`config.mk`:
```
export PLATFORM = sky130hd
export DESIGN_NAME = pipe_feeder
export DESIGN_NICKNAME = d
export VERILOG_FILES = /design/src/rtl/pipe_feeder.sv
export SDC_FILE = /design/constraint.sdc
export NUM_CORES = 1
export LEC_CHECK = 0
export ABC_AREA = 1
export BUFFER_PORTS_ARGS = -buffer_cell sky130_fd_sc_hd__buf_2
export CORE_MARGIN = 2
export CORE_UTILIZATION = 61
export DETAILED_ROUTE_END_ITERATION = 8
export PLACE_DENSITY = 0.86
export SYNTH_ARGS = -nofsm -noshare
export SYNTH_HDL_FRONTEND = slang
export SYNTH_SLANG_ARGS = --single-unit
```
`constraint.sdc`:
```
create_clock -name clk -period 5.5 [get_ports clk]
set_clock_uncertainty 0.05 [all_clocks]
set_input_delay 0.825 -clock clk [delete_from_list [all_inputs] [get_ports clk]]
set_output_delay 0.825 -clock clk [all_outputs]
set_load 0.01 [all_outputs]
```
`src/rtl/pipe_feeder.sv`:
```
// -----------------------------------------------------------------------------
// pipe_feeder
//
// Producer side of the pipe queue. A 16-bit Galois LFSR supplies the gap low
// edge of each new pipe (folded into [Y_MIN, Y_MAX]), and a one-cycle
// shift_en strobe pushes it into the downstream 8 x 16-bit pipe shift
// register. The block also owns horizontal scroll timing: a new pipe enters
// the queue every PITCH scroll ticks while the game runs. On start it emits
// PRIME_N back-to-back pipes so the whole queue is refilled.
//
// Ports
//   clk            in   1   clock
//   rst            in   1   asynchronous, active-high reset
//   tick           in   1   one-cycle frame/scroll pulse
//   start          in   1   begin or restart a game
//   crash          in   1   collision detected
//   nxt_pipe       out 16   gap low edge offered to the queue (combinational
//                           function of the LFSR register)
//   shift_en       out  1   one-cycle strobe, drives the queue's enable
//   scroll_x       out 10   scroll offset within the current pitch
//   state          out  2   IDLE=0, PRIME=1, RUN=2, HALT=3
//   pipes_emitted  out 16   shift_en pulses since last start, saturating
// -----------------------------------------------------------------------------
module pipe_feeder #(
    parameter int unsigned GAP_H   = 90,
    parameter int unsigned Y_MIN   = 40,
    parameter int unsigned Y_MAX   = 350,
    parameter int unsigned PITCH   = 300,
    parameter int unsigned PRIME_N = 8,
    parameter logic [15:0] SEED    = 16'hACE1
) (
    input  logic        clk,
    input  logic        rst,
    input  logic        tick,
    input  logic        start,
    input  logic        crash,
    output logic [15:0] nxt_pipe,
    output logic        shift_en,
    output logic [9:0]  scroll_x,
    output logic [1:0]  state,
    output logic [15:0] pipes_emitted
);

    localparam int unsigned SPAN      = Y_MAX - Y_MIN;
    localparam logic [8:0]  SPAN_9    = 9'(SPAN);
    localparam logic [8:0]  FOLD_9    = 9'(SPAN + 1);
    localparam logic [15:0] Y_MIN_16  = 16'(Y_MIN);
    localparam logic [9:0]  PITCH_M1  = 10'(PITCH - 1);
    localparam logic [7:0]  PRIME_LAST = 8'(PRIME_N - 1);
    localparam logic [15:0] LFSR_MASK = 16'hB400;

    // Parameter sanity: the fold only works for 255 <= SPAN <= 511, the
    // consumer's gap top must fit in 16 bits, and a zero seed locks the LFSR.
    if (SPAN < 255 || SPAN > 511 || PITCH < 2 || PRIME_N < 1 || PRIME_N > 256 ||
        SEED == 16'h0000 || (Y_MAX + GAP_H) > 65535) begin : g_param_check
        $error("pipe_feeder: illegal parameter combination");
    end

    typedef enum logic [1:0] {
        IDLE  = 2'd0,
        PRIME = 2'd1,
        RUN   = 2'd2,
        HALT  = 2'd3
    } state_t;

    state_t      state_q,     state_d;
    logic [15:0] lfsr_q,      lfsr_d;
    logic [9:0]  scroll_q,    scroll_d;
    logic        shift_en_q,  shift_en_d;
    logic [7:0]  prime_cnt_q, prime_cnt_d;
    logic [15:0] pipes_q,     pipes_d;

    logic [8:0]  lfsr_low;
    logic [8:0]  gap_off;
    logic [15:0] lfsr_step;

    // Fold the 9-bit LFSR slice into 0..SPAN; one subtraction suffices
    // because SPAN >= 255 means r <= 511 < 2*(SPAN+1).
    always_comb begin
        lfsr_low = lfsr_q[8:0];
        gap_off  = (lfsr_low > SPAN_9) ? (lfsr_low - FOLD_9) : lfsr_low;
        nxt_pipe = Y_MIN_16 + {7'd0, gap_off};
    end

    always_comb begin
        lfsr_step = (lfsr_q >> 1) ^ (lfsr_q[0] ? LFSR_MASK : 16'h0000);
    end

    always_comb begin
        state_d     = state_q;
        lfsr_d      = lfsr_q;
        scroll_d    = scroll_q;
        shift_en_d  = 1'b0;
        prime_cnt_d = prime_cnt_q;
        pipes_d     = pipes_q;

        // The pipe on offer is consumed on the edge closing a strobe cycle,
        // so the LFSR and the counter advance exactly then.
        if (shift_en_q) begin
            lfsr_d = lfsr_step;
            if (pipes_q != 16'hFFFF) begin
                pipes_d = pipes_q + 16'd1;
            end
        end

        case (state_q)
            IDLE, HALT: begin
                // start beats a simultaneous crash in HALT.
                if (start) begin
                    state_d     = PRIME;
                    scroll_d    = 10'd0;
                    pipes_d     = 16'd0;
                    prime_cnt_d = 8'd0;
                    shift_en_d  = 1'b1;
                end
            end
            PRIME: begin
                // prime_cnt_q counts strobes already on the wire; the entry
                // edge raised the first one.
                prime_cnt_d = prime_cnt_q + 8'd1;
                if (prime_cnt_q == PRIME_LAST) begin
                    state_d = RUN;
                end else begin
                    shift_en_d = 1'b1;
                end
            end
            RUN: begin
                // crash wins over tick: no scroll step, no strobe.
                if (crash) begin
                    state_d = HALT;
                end else if (tick) begin
                    if (scroll_q == PITCH_M1) begin
                        scroll_d   = 10'd0;
                        shift_en_d = 1'b1;
                    end else begin
                        scroll_d = scroll_q + 10'd1;
                    end
                end
            end
            default: begin
                state_d = IDLE;
            end
        endcase
    end

    always_ff @(posedge clk or posedge rst) begin
        if (rst) begin
            state_q     <= IDLE;
            lfsr_q      <= SEED;
            scroll_q    <= 10'd0;
            shift_en_q  <= 1'b0;
            prime_cnt_q <= 8'd0;
            pipes_q     <= 16'd0;
        end else begin
            state_q     <= state_d;
            lfsr_q      <= lfsr_d;
            scroll_q    <= scroll_d;
            shift_en_q  <= shift_en_d;
            prime_cnt_q <= prime_cnt_d;
            pipes_q     <= pipes_d;
        end
    end

    assign shift_en      = shift_en_q;
    assign scroll_x      = scroll_q;
    assign state         = state_q;
    assign pipes_emitted = pipes_q;

endmodule
```
---- After elaboration in Yosys (flattened, before gate mapping) ----
Cells that the tools add are included.
cells by class
  add/subtract/negate cells ............... 5
  magnitude comparators ................... 1
  eq/ne operators ......................... 11
  multiplexer cells ....................... 23
  bitwise operators ....................... 1
  reduce and logical (&&, ||, !) cells .... 7
operators with widths
  cell                                                                     count
  16-bit 2-to-1 mux                                                        5
  10-bit 2-to-1 mux                                                        4
  10-bit case mux with 2 select lines                                      1
  16-bit by 1-bit adder with 16-bit output (second input constant)         1
  16-bit inequality test (second input constant)                           1
  8-bit case mux with 2 select lines                                       1
  15-bit by 16-bit bitwise XOR with 16-bit output                          1
  10-bit by 1-bit adder with 10-bit output (second input constant)         1
  6-bit by 9-bit adder with 10-bit output (first input constant)           1
  10-bit by 9-bit equality test with 1-bit output (second input constant)  1
  2-bit inequality test (second input constant)                            5
  9-bit greater-than comparator (second input constant)                    1
  9-bit 2-to-1 mux                                                         1
  9-bit subtractor (second input constant)                                 1
  8-bit by 1-bit adder with 8-bit output (second input constant)           1
  8-bit by 3-bit equality test with 1-bit output (second input constant)   1
  8-bit 2-to-1 mux                                                         1
  2-bit 2-to-1 mux                                                         3
  2-bit case mux with 3 select lines                                       1
  1-bit 2-to-1 mux                                                         5
  2-bit equality test (second input constant)                              2
  4-bit AND reduction                                                      1
  2-bit nonzero test                                                       2
  1-bit case mux with 3 select lines                                       1
  other kinds (5)                                                          5
storage, ports and cells
  register bits after elaboration ......... 53
  input port bits ......................... 5
  output and inout port bits .............. 45
  logic and storage cells ................. 54

---- Longest topological paths before layout ----
  depth after elaboration ................. 5
  depth in mapped cells ................... 15
  gate-level depth less buffers ........... 14

---- Least setup slack after synthesis ----
Ideal clock, no wire load.
  kind .................................... reg2out
  from .................................... register lfsr_q[0]
  to ...................................... output nxt_pipe[7]
  arrival time ............................ 1872 ps
  required time ........................... 4625 ps
  slack ................................... 2753 ps
  cell stages (with the launch flop) ...... 15
  buffers on the path ..................... 1
  cell sequence ........................... dfstp_2 > buf_4 > inv_2 > ha_1 > nand3_1 > nand3b_4 > nand3_1 > nand2_2 > inv_1 > ha_1 > inv_1 > nand2_1 > nand2_1 > nand3_1 > nand2_1
on the way
  cells in the longest elaborated chain, start to end .. 3
  elaborated cells between the ends (all ways) .. 4
  classes of those cells .................. add/sub: 2; order compare: 1; mux: 1
ends and longest elaborated chain
  what                                                                      RTL line  source
  from (decl)                                                               67        logic [15:0] lfsr_q, lfsr_d;
  from (signal assigned)                                                    156       lfsr_q <= lfsr_d;
  9-bit subtractor / 9-bit greater-than comparator (equally long branches)  81        gap_off = (lfsr_low > SPAN_9) ? (lfsr_low - FOLD_9) : lfsr_low;
  9-bit 2-to-1 mux *                                                        81
  6-bit by 9-bit adder with 10-bit output *                                 82        nxt_pipe = Y_MIN_16 + {7'd0, gap_off};
  to (decl)                                                                 37        output logic [15:0] nxt_pipe,
Mark *: on every way between the ends. The rest lies on a longest branch, timed or not.

---- Worst setup path in the final report ----
Ends and elaborated chain as after synthesis.

==> impl_metrics.ini <==
[clocking]
clock_tree.htree_level_count = 2
cts_num_sinks = 53
root_buffer = clkbuf_8
clk_transition_reported_paths_ns = 0.08
holdBufCountCts = 0
cts_buffers = 5
post_cts.repair.setup_buffers = 0
insertion_delay_of_the_later_clocked_pin_in_the_worst_skew_pair_ns = 0.30
number_of_gates_given_a_new_drive_strength_after_cts = 0
clock_path_buffers = 2
tritoncts_clock_tree = yes

[sta]
period_minus_slack_ns = 3.17
timing.slew.headroom = 0.278
timing.hold.ws_ns = 0.425
grt_setup_unrepaired = false
finalCritPeriodShare = 0.576
finalMaxSlewViolations = 0
setup-violations-final = 0
timing_worst_slew_pin_value_ns = 1.08
hold_fails_final_rpt = 0
fmaxAchievable_mhz = 316
fin_setup_tns_ns = 0
worst_slack_ns = 2.33

[run_status]
run_status = finished, final reports clean

[routing]
via_per_inst = 5.34
drt-pass1-iter-count = 4
detail_route.iter0.violations = 230
drt_total_wl_mm = 6.42
route.detailed.drc = 0
post_drt_wl_per_cell_um = 12.0
num_vias = 2844
antenna_violating_nets_post_route = 0

[grt]
gr-total-overflow = 0
number_of_antenna_violations_at_the_first_check_in_global_routing = 0
vias_in_the_first_global_route = 2736
pin_count_of_the_biggest_net_entering_global_routing = 54
grt_usage = 0.238
grt_first_pass_wirelength_mm = 11.6

[final_layout]
post_layout_nonfiller_instances = 533
filler_cell_count = 442
post_route_cells_drive_above_1_share = 0.175
nets = 476
multi_input_area_mm2 = 0.00156
antenna_cells = 0
area_delta_synth_final_pct = 10.2
finalCoreUtilization = 0.690
postLayoutCellArea_mm2 = 0.00350
register_area_mm2 = 0.00134

[synth]
synth_mux_area_frac = 0
ys_async_sr_fraction = 1.00
syn_area_mm2 = 0.00318
ys_top_cells_by_count = nand2_1 (97), inv_1 (51), dfrtp_1 (45)
synth_area_per_cell_um2 = 7.56
synth-compound-area-share = 0.126
synth_warnings = 0
yosys.cell_count.top_type = nand2_1
largest_family_of_logic_cells_by_synthesized_area = simple AND/OR/NAND/NOR gates
count_of_flip_flops_with_a_built_in_enable_after_synthesis = 0
dominantRegCellSynth = dfrtp_1
synth_area_leader_cell = dfrtp_1
synth-seq-cells = 53
synthDominantCellAreaShare = 0.354
fraction_of_the_yosys_area_taken_by_sequential_cells = 0.421
netlist_top_cells_area = dfrtp_1 (35%), nand2_1 (11%), dfstp_2 (6.6%)
synth_xor_xnor_area_share = 0.0414
post_syn_instances = 420
synth.distinct_cells = 38
synth_adder_area_share = 0.0354
synthSimpleGateAreaFrac = 0.282

[critical_path]
worstPathRequired_ns = 4.62
setup.worst_path.end_class = primary output
worstSetupPathType = reg2out
rr_worst_depth = 9
crit_chain = inv_2 -> ha_1 -> nand3_1 -> nand3b_4 -> nand2_4 -> nand2_1 -> nand2_2 -> inv_1 -> ha_1 -> inv_1 -> nand2_1 -> nand2_1 -> nand3_1 -> nand2_1 -> buf_2
r2r_slack_ns = 3.38
critPathMostFrequentCell = nand2_1
r2r_end = prime_cnt_q[6]$_DFFE_PP0P_
crit_path_max_fanout = 10
launch_instance_of_the_worst_register_to_register_path = state[0]$_DFFE_PP0P_
cp_data_arrival_time_ns = 2.29
crit_path_top_delay_cell = dfstp_2
critPathMaxStageDelay_ns = 0.63
startpoint_type = register

[floorplan]
initial_utilization = 0.626
core.rowCount = 26
die_area_mm2 = 0.00580
die_height_um = 76.2
dieWidth_um = 76.2
placeableCoreArea_mm2 = 0.00507
top_level_ports = 50

[min_path]
hold_path_class = reg2reg
min_from = lfsr_q[11]$_DFFE_PP1P_
holdPathEnd = lfsr_q[11]$_DFFE_PP1P_
min_delay_path_depth = 2

[placed_design]
placedInstanceArea_mm2 = 0.00342
globalplace.congestion = 0.867
dp_worst_setup_slack_ns = 2.64
detailedPlacementHpwl_mm = 4.81
placed_cells = 525
port_bufs = 43

[pwr]
static-leakage-power_nw = 1.77
irDropWorstVdd_uv = 393
p_total_mw = 1.10
total_power_per_unit_cell_area_mw_per_mm2 = 315

[run]
maximum_capacitance_violations = 0
## worst max-delay path by stage
| stage | startpoint | endpoint | slack (ns) |
|---|---|---|---|
| final | lfsr_q[0]$_DFFE_PP1P_ | nxt_pipe[7] | 2.33 |
| after global routing | lfsr_q[0]$_DFFE_PP1P_ | nxt_pipe[7] | 2.08 |
| after CTS | lfsr_q[0]$_DFFE_PP1P_ | nxt_pipe[7] | 2.31 |
| after detailed placement | lfsr_q[0]$_DFFE_PP1P_ | nxt_pipe[7] | 2.64 |
| after global placement | lfsr_q[0]$_DFFE_PP1P_ | nxt_pipe[7] | 2.70 |
| after floorplan | lfsr_q[0]$_DFFE_PP1P_ | nxt_pipe[7] | 2.75 |
## state kept, by name (all words and copies together) (netlist names)
signal,cells
lfsr_q,16
pipes_emitted,16
scroll_x,10
prime_cnt_q,8
state,2
shift_en,1
## metal layers
layer,GRT usage,up-vias,part of all wire
met5,0,-,0
met4,0.0582,0,0.0045
met3,0.0474,4,0.044
met2,0.418,77,0.50
met1,0.303,1331,0.45
li1,-,1432,-
## worst max-delay path: cells and delay by family, from the launching register on
| family | cells | cell delay, ns |
|---|---|---|
| flops | 1 | 0.63 |
| buf+inv | 4 | 0.31 |
| simple gates | 9 | 0.72 |
| fa+ha+maj | 2 | 0.34 |
## cells by family (layout without fill, tap and decap cells)
group           Yosys count  count (layout)
xor+xnor                 15              15
other cells               1               6
simple gates            199             199
fa+ha+maj                 9               9
compound gates           72              72
flops                    53              53
buf+inv                  71             109
## cell usage in the layout (no fill, tap or decap), types with 2 or more instances in the layout
cell      instances
nor2_1           34
clkbuf_8          5
nor2_2            3
buf_2            43
dfrtp_1          45
nor3b_1           2
clkbuf_1          3
nand3_1          26
and3_1            2
conb_1            6
xor2_1           11
a21oi_1          19
inv_2             8
a22oi_1           2
nand2_2           8
nor3_1           13
a31oi_1           3
o21ai_0          37
nand4_1           6
xnor2_1           4
inv_1            50
ha_1              9
o211ai_1          2
nor4_1            2
nand2_1          97
dfstp_2           8
o21a_1            2
nand3b_1          2
## final cells by class
type                    instances  share of cell area
clock buffers                   8              0.0229
inverters                      58              0.0622
multi-input cells             301               0.447
flip-flops and latches         53               0.382
well taps                      70              0.0250
repair buffers                 43              0.0615
## where the power goes
group | switching (mW) | total [mW] | internal [mW]
clock | 0.118 | 0.209 | 0.0908
sequential | 0.0722 | 0.504 | 0.432
combinational | 0.272 | 0.390 | 0.118
(Power assumes the default switching activity.)
